$ cat config.mk
export PLATFORM = sky130hd
export DESIGN_NAME = pipeline_stage_regs
export DESIGN_NICKNAME = d
export VERILOG_FILES = /design/src/rtl/pipeline_stage_regs.sv
export SDC_FILE = /design/constraint.sdc
export NUM_CORES = 1
export LEC_CHECK = 0
export BUFFER_PORTS_ARGS = -buffer_cell sky130_fd_sc_hd__buf_2
export CAP_MARGIN = 10
export CORE_AREA = 2 2 170 172
export DETAILED_ROUTE_END_ITERATION = 8
export DIE_AREA = 0 0 172 174
export GPL_TIMING_DRIVEN = 0
export HOLD_SLACK_MARGIN = 0.02
export SETUP_SLACK_MARGIN = 0.5
export SLEW_MARGIN = 20
export SYNTH_ARGS = -nofsm -noshare
export SYNTH_HDL_FRONTEND = slang
export SYNTH_SLANG_ARGS = --single-unit
$ cat constraint.sdc
create_clock -name clk -period 1.95 [get_ports clk]
set_input_delay 0.195 -clock clk [delete_from_list [all_inputs] [get_ports clk]]
set_output_delay 0.195 -clock clk [all_outputs]
set_load 0.03 [all_outputs]
$ cat src/rtl/pipeline_stage_regs.sv
// PC, IF/ID and ID/EX pipeline registers of the 5-stage MIPS core, consuming the
// hazard unit's stall/flush controls, plus saturating event counters and a sticky consistency flag.
module pipeline_stage_regs #(
  parameter int               DATA_W   = 32,
  parameter logic [DATA_W-1:0] RESET_PC = '0,
  parameter int               CNT_W    = 16
) (
  input  logic              clk,
  input  logic              rst,
  input  logic              stall_f,
  input  logic              stall_d,
  input  logic              flush_e,
  input  logic              pc_src_d,
  input  logic [DATA_W-1:0] pc_branch_d,
  input  logic [DATA_W-1:0] instr_f,
  input  logic              reg_write_d,
  input  logic              mem_to_reg_d,
  input  logic              mem_write_d,
  input  logic              alu_src_d,
  input  logic              reg_dst_d,
  input  logic [2:0]        alu_ctrl_d,
  input  logic [DATA_W-1:0] rd1_d,
  input  logic [DATA_W-1:0] rd2_d,
  input  logic [DATA_W-1:0] sign_imm_d,
  input  logic [4:0]        rs_d,
  input  logic [4:0]        rt_d,
  input  logic [4:0]        rd_d,
  output logic [DATA_W-1:0] pc_f,
  output logic [DATA_W-1:0] instr_d,
  output logic [DATA_W-1:0] pc_plus4_d,
  output logic              valid_d,
  output logic              reg_write_e,
  output logic              mem_to_reg_e,
  output logic              mem_write_e,
  output logic              alu_src_e,
  output logic              reg_dst_e,
  output logic [2:0]        alu_ctrl_e,
  output logic [DATA_W-1:0] rd1_e,
  output logic [DATA_W-1:0] rd2_e,
  output logic [DATA_W-1:0] sign_imm_e,
  output logic [4:0]        rs_e,
  output logic [4:0]        rt_e,
  output logic [4:0]        rd_e,
  output logic              valid_e,
  output logic [CNT_W-1:0]  stall_cnt,
  output logic [CNT_W-1:0]  flush_cnt,
  output logic              hz_err
);

  typedef struct packed {
    logic [DATA_W-1:0] instr;
    logic [DATA_W-1:0] pc_plus4;
    logic              valid;
  } ifid_t;

  typedef struct packed {
    logic              reg_write;
    logic              mem_to_reg;
    logic              mem_write;
    logic              alu_src;
    logic              reg_dst;
    logic [2:0]        alu_ctrl;
    logic [DATA_W-1:0] rd1;
    logic [DATA_W-1:0] rd2;
    logic [DATA_W-1:0] sign_imm;
    logic [4:0]        rs;
    logic [4:0]        rt;
    logic [4:0]        rd;
    logic              valid;
  } idex_t;

  logic [DATA_W-1:0] pc_q, pc_d, pc_plus4;
  ifid_t             ifid_q, ifid_d;
  idex_t             idex_q, idex_d;
  logic [CNT_W-1:0]  stall_cnt_q, stall_cnt_d;
  logic [CNT_W-1:0]  flush_cnt_q, flush_cnt_d;
  logic              hz_err_q, hz_err_d;

  assign pc_plus4 = pc_q + DATA_W'(4);

  always_comb begin
    // stall_f wins over a redirect: a stalled branch has stale operands
    pc_d = pc_q;
    if (!stall_f) pc_d = pc_src_d ? pc_branch_d : pc_plus4;

    ifid_d = ifid_q;
    if (!stall_d) begin
      if (pc_src_d) ifid_d = '0;
      else begin
        ifid_d.instr    = instr_f;
        ifid_d.pc_plus4 = pc_plus4;
        ifid_d.valid    = 1'b1;
      end
    end

    idex_d = '0;
    if (!flush_e) begin
      idex_d.reg_write  = reg_write_d;
      idex_d.mem_to_reg = mem_to_reg_d;
      idex_d.mem_write  = mem_write_d;
      idex_d.alu_src    = alu_src_d;
      idex_d.reg_dst    = reg_dst_d;
      idex_d.alu_ctrl   = alu_ctrl_d;
      idex_d.rd1        = rd1_d;
      idex_d.rd2        = rd2_d;
      idex_d.sign_imm   = sign_imm_d;
      idex_d.rs         = rs_d;
      idex_d.rt         = rt_d;
      idex_d.rd         = rd_d;
      idex_d.valid      = ifid_q.valid;
    end

    stall_cnt_d = stall_cnt_q;
    if (stall_f && !(&stall_cnt_q)) stall_cnt_d = stall_cnt_q + CNT_W'(1);
    flush_cnt_d = flush_cnt_q;
    if (pc_src_d && !stall_d && !(&flush_cnt_q)) flush_cnt_d = flush_cnt_q + CNT_W'(1);

    hz_err_d = hz_err_q | (stall_f ^ stall_d);
  end

  always_ff @(posedge clk) begin
    if (rst) begin
      pc_q        <= RESET_PC;
      ifid_q      <= '0;
      idex_q      <= '0;
      stall_cnt_q <= '0;
      flush_cnt_q <= '0;
      hz_err_q    <= 1'b0;
    end else begin
      pc_q        <= pc_d;
      ifid_q      <= ifid_d;
      idex_q      <= idex_d;
      stall_cnt_q <= stall_cnt_d;
      flush_cnt_q <= flush_cnt_d;
      hz_err_q    <= hz_err_d;
    end
  end

  assign pc_f         = pc_q;
  assign instr_d      = ifid_q.instr;
  assign pc_plus4_d   = ifid_q.pc_plus4;
  assign valid_d      = ifid_q.valid;
  assign reg_write_e  = idex_q.reg_write;
  assign mem_to_reg_e = idex_q.mem_to_reg;
  assign mem_write_e  = idex_q.mem_write;
  assign alu_src_e    = idex_q.alu_src;
  assign reg_dst_e    = idex_q.reg_dst;
  assign alu_ctrl_e   = idex_q.alu_ctrl;
  assign rd1_e        = idex_q.rd1;
  assign rd2_e        = idex_q.rd2;
  assign sign_imm_e   = idex_q.sign_imm;
  assign rs_e         = idex_q.rs;
  assign rt_e         = idex_q.rt;
  assign rd_e         = idex_q.rd;
  assign valid_e      = idex_q.valid;
  assign stall_cnt    = stall_cnt_q;
  assign flush_cnt    = flush_cnt_q;
  assign hz_err       = hz_err_q;

endmodule

==> results.cfg, run 1 <==
[outcome]
status = finished with violations
violations = negative setup slack

[floorplanning]
die_w_um = 172
core-area_sq_um = 28240
dieArea_sq_um = 29930
num_rows = 62
io_pins = 439
start_util_pct = 32.41
fp.dieH_um = 174

[timing]
fin_crit_sh_pct = 100.6
drv_slew = 0
max-slew-margin-rel_pct = 48.55
worstMarginPinSlew_ns = 0.7718
period_minus_slack_ns = 1.962
rsz0062_at_grt = yes
setup-tns-final_ns = -0.01232
finalSetupViolCount = 1
fmax_ghz = 0.5096
setup_ws_ns = -0.01232
finalClockSkew_ns = 0.02009
hold_viol_final = 0

[run]
drv_cap = 0

[clocking]
cts_root_buf = clkbuf_16
cts.clk_slew.worst_paths_ns = 0.06
cts_buffers = 28
clock_latency_ns = 0.55
cts-root-to-sink-buffers = 3
cts_tree = built
h-tree-depth = 1
cts.sinks = 250

[synth]
synthTopCellsByArea = dfxtp_1 55%, and2_1 8.5%, nor2_1 4.5%
synth_common_cells = 250 x dfxtp_1, 125 x and2_1, 110 x nor2_1
seq_area_frac_synth_pct = 54.69
async_reset_ff_share_pct = 0
ys.flop_type = dfxtp_1
yosysWarnings = 0
avgSynthCellArea_sq_um = 9.396
synth_top_area_share_pct = 54.69
netlist-cell-type-count = 52
syn_inst = 974
synth_largest_area_cell = dfxtp_1
ys_ff_latch = 250
netlist_area_sq_um = 9151
synth.most_common_cell = dfxtp_1
synth-edff-count = 0
synth_fp_nets = 1166

[power_and_ir_drop]
power.total_mw = 12.49
ir_drop_mv = 0.7923
leakage_nw = 7.578
p_per_area_nw_per_um2 = 764.6

[global_route]
antenna_found_initial = 3
track_usage_pct = 25.21
overflow = 0
grt_max_degree = 15
grt_pass1_wl_um = 58210
grt_pass1_vias = 10100

[critical_path]
path_cells = buf_8 > nand3_4 > or4_4 > or3_4 > or3_1 > a31oi_1
path_class = flip-flop to flip-flop
crit_buf_inv = 1
worstPathRequired_ns = 2.41
cp_slowest_cell = or4_4
critPathCaptureType = flip-flop
critPathTopFamily = simple AND/OR/NAND/NOR gates
max_stage_delay_ns = 0.56
arrival_ns = 2.43
path_max_fanout = 3
cp-start-kind = flip-flop

[placement]
dp_hpwl_um = 26440
place_congestion = 0.8561
dp_slack_ns = -0.7498
io_buffers = 436

[detailed_routing]
viasPerCell = 4.870
route.detailed.drc = 0
drtIter0Drc = 623
wl_um = 40150
first_pass_iters = 5
wl_per_cell_um = 18.99
vias = 10300
drtAntennaViolNets = 0

[final_layout]
layout-drive-gt1-share_pct = 43.72
fill_cells = 2452
nets = 1899
syn_to_final_growth_pct = 78.45

[min_path]
hold_class = primary input to flip-flop
[tightest hold or removal path, cell delays in order]
cell     delay [ns]
buf_2          0.09
a32o_1         0.11
nand2_1        0.05
a21oi_1        0.12
[routing by layer]
| metal | part of all wire [%] | wire length, um | vias up | track usage [%] |
|---|---|---|---|---|
| met2 | 50 | 20130 | 483 | 44.80 |
| met5 | 0.020 | 8 | - | 0 |
| met4 | 3.3 | 1314 | 2 | 7.178 |
| met1 | 38 | 15410 | 4907 | 29.80 |
| met3 | 8.2 | 3293 | 86 | 6.398 |
| li1 | - | - | 4817 | - |
[final timing paths]
path	from	cells past startpoint	endpoint	slack, ns
max reg2reg	pc_f[21]	6	pc_f[26]	-0.01
max	pc_f[21]	6	pc_f[26]	-0.01
min	pc_branch_d[12]	4	pc_f[12]	0.06
min reg2reg	pc_plus4_d[17]	2	pc_plus4_d[17]	0.44
[cell families after synthesis]
group           count (synthesis)  share of synthesized area, %
compound gates                165                         11.55
xor+xnor                       54                         5.168
fa+ha+maj                       3                        0.4102
buf+inv                        78                         3.240
flops                         250                         54.69
mux                             8                        0.8751
simple gates                  416                         24.06
[per-stage QoR]
stage | util [%] | area, sq um | instances | hold slack, ns
final | 57.83 | 16330 | 2114 | 0.05982
after detailed placement | 43.15 | 12180 | 1794 | 0.3961
after global routing | 57.83 | 16330 | 2114 | 0.05824
after floorplan | - | 9522 | 974 | 0.3167
after CTS | 55.49 | 15670 | 2074 | 0.02462
after global placement | 43.15 | 12180 | 1794 | 0.3937
[power breakdown]
part	leakage, nW	internal, mW	switching (mW)
Combinational	5.04	0.761	1.01
Clock	0.461	3.10	2.22
Sequential	2.08	5.27	0.128
Total	7.58	9.13	3.36
[timing repair]
action / 4_1_cts / 5_1_grt
pin swaps: 52 / 59
endpoints found under the hold margin: 175 / 0
hold buffers: 175 / 0
resized for setup: 99 / 114
endpoints found under the setup margin: 217 / 136
setup buffers: 53 / 39
[placed cells by master (no fill, tap or decap), types with 8 or more instances in the layout]
cell / n
buf_2: 429
dlygate4sd3_1: 175
nor3_4: 10
nor2_1: 100
xor2_1: 23
a21oi_1: 29
and3_1: 11
nand2_1: 50
clkinv_2: 9
a22oi_1: 48
and2_1: 124
o21ai_1: 23
inv_1: 11
buf_4: 65
clkbuf_16: 28
a31oi_1: 10
dfxtp_1: 194
nand3_4: 8
dfxtp_2: 25
clkbuf_1: 45
mux2i_1: 8
a21oi_2: 9
nand3_1: 15
or3_1: 8
buf_6: 33
dfxtp_4: 31
nand4_1: 18
xnor2_1: 22
clkbuf_2: 14
o21ai_0: 10
[sequential cells by signal, summed over array words and instances (netlist names), 16 cells and up]
register,cells
pc_plus4_d,32
instr_d,32
rd1_e,32
stall_cnt,16
rd2_e,32
sign_imm_e,32
pc_f,32
flush_cnt,16
[cell type report]
| class | instances | area (sq um) | area share (%) |
|---|---|---|---|
| flip-flops and latches | 250 | 5152 | 31.55 |
| multi-input cells | 646 | 4586 | 28.08 |
| clock buffers | 37 | 784.5 | 4.804 |
| plain buffers | 66 | 361.6 | 2.214 |
| well taps | 384 | 480.5 | 2.942 |
| diodes | 1 | 2.502 | 0.01532 |
| clock inverters | 15 | 142.6 | 0.8734 |
| inverters | 12 | 48.80 | 0.2988 |
| repair buffers | 703 | 4772 | 29.22 |
No activity file was read; power rests on OpenSTA's default activity.
==> run 2: changes to the inputs <==
==> constraint.sdc (replaced) <==
create_clock -name clk -period 2.1 [get_ports clk]
set_input_delay 0.21 -clock clk [delete_from_list [all_inputs] [get_ports clk]]
set_output_delay 0.21 -clock clk [all_outputs]
set_load 0.03 [all_outputs]
==> run 2 against run 1 <==
Against the previous run:
- the flow now finishes without violations
- critical endpoint unchanged
- via count decreased by 4.3%
- maximum frequency decreased by 1.9%
- sequential share of layout area increased by 1.2 points
==> results.cfg, run 2 (same netlist as run 1, synthesis figures left out) <==
[outcome]
status = complete, no violations

[detailed_routing]
viasPerCell = 4.776
route.detailed.drc = 0
first_pass_iters = 5
wl_per_cell_um = 18.17
wl_um = 37490
drtAntennaViolNets = 0
drtIter0Drc = 631
vias = 9853

[global_route]
overflow = 0
use_met1_pct = 28.92
track_usage_pct = 24.03
grtUsageMet2_pct = 41.33
grt_max_degree = 14
grt.busiest_layer = met2
grt_pass1_wl_um = 55720
grtUsageMet3_pct = 5.965
grt_pass1_vias = 9868
antenna_found_initial = 3

[min_path]
hold_class = primary input to flip-flop

[floorplanning]
core-area_sq_um = 28240
start_util_pct = 32.41
dieArea_sq_um = 29930
io_pins = 439
fp.dieH_um = 174
num_rows = 62
die_w_um = 172

[clocking]
cts_buffers = 28
h-tree-depth = 1
clock_latency_ns = 0.54
cts_tree = built
cts.sinks = 250
cts-root-to-sink-buffers = 3
cts.clk_slew.worst_paths_ns = 0.06
cts_root_buf = clkbuf_16

[power_and_ir_drop]
ir_drop_mv = 0.7238
power.total_mw = 11.88
seqPwrFrac_pct = 42.3
leakage_nw = 7.184
clkPwrFrac_pct = 44.5
power.switching_mw = 2.992
pwr-share-comb_pct = 13.2
internal_power_mw = 8.889
p_sw_share_pct = 25.18
p_per_area_nw_per_um2 = 763.9

[timing]
hold_viol_final = 0
drv_slew = 0
fin_crit_sh_pct = 95.28
max-slew-margin-rel_pct = 50.69
finalSetupViolCount = 0
finalClockSkew_ns = 0.01577
period_minus_slack_ns = 2.001
rsz0062_at_grt = yes
worstMarginPinSlew_ns = 0.7397
setup_ws_ns = 0.09910
setup-tns-final_ns = 0
hold_ws_ns = 0.04101
fmax_ghz = 0.4998

[critical_path]
worstPathRequired_ns = 2.56
path_class = flip-flop to flip-flop
cp-start-kind = flip-flop
arrival_ns = 2.46
critPathCaptureType = flip-flop
path_max_fanout = 4

[placement]
dp_slack_ns = -0.3155
dp_hpwl_um = 25640
place_congestion = 0.8488
io_buffers = 436

[final_layout]
final_util_pct = 55.08
final_cell_mix = 436 x buf_2, 202 x dfxtp_1, 167 x dlygate4sd3_1
fill_cells = 2528
syn_to_final_growth_pct = 69.95
nets = 1847
final_common_cell = buf_2
layout-drive-gt1-share_pct = 38.94

[run]
drv_cap = 0
[run 2: metrics by stage]
stage                     std cells  instance area (sq um)
final                          2063                  15550
after global routing           2062                  15550
after CTS                      2040                  15130
after detailed placement       1794                  12030
after global placement         1794                  12030
after floorplan                 974                   9369
[run 2: cell type report]
class	count	area, sq um	area share [%]
Sequential cell	250	5097	32.78
Clock buffer	42	897.1	5.768
Inverter	12	45.04	0.2896
Multi-Input combinational cell	646	4294	27.61
Tap cell	384	480.5	3.089
Antenna cell	2	5.005	0.03218
Timing Repair Buffer	651	4275	27.49
Clock inverter	10	128.9	0.8286
Buffer	66	329.1	2.116
[run 2: metal layers]
layer	part of all wire, %	vias to the layer above	wire [um]
met1	39	4607	14730
met2	49	454	18330
met4	3.6	2	1361
li1	-	4700	-
met5	0.040	-	15
met3	8.1	90	3052
[run 2: path summary, 6_finish.rpt]
kind / depth (start not counted) / slack (ns) / endpoint / from
worst min-delay path: 5 / 0.04 / pc_f[4] / pc_branch_d[4]
worst max register to register: 6 / 0.1 / pc_f[26] / pc_f[19]
worst min register to register: 2 / 0.44 / pc_plus4_d[30] / pc_plus4_d[30]
worst max-delay path: 6 / 0.1 / pc_f[26] / pc_f[19]
[run 2: what timing repair did]
item                                    CTS  global route
resized for setup                        42            70
hold buffers                            167             0
hold endpoints to repair                167             0
endpoints found under the setup margin  148            68
pin swaps                                15            25
buffers inserted                         27            21
[run 2: power by group through the flow]
| stage | Sequential [mW] | Clock (mW) | Combinational, mW |
|---|---|---|---|
| floorplan | 5.45 | 0 | 0.384 |
| global placement | 5.12 | 0 | 1.24 |
| detailed placement | 5.12 | 0 | 1.25 |
| CTS | 5.02 | 5.40 | 1.53 |
| global route | 5.04 | 5.59 | 1.68 |
| finish | 5.02 | 5.29 | 1.57 |
[run 2: critical path, cell delays in order, from the launching register on]
cell and delay [ns]:
dfxtp_4 0.35, buf_8 0.10, nand3_4 0.06, or4_4 0.58
or3_4 0.39, or3_1 0.31, a31oi_1 0.13
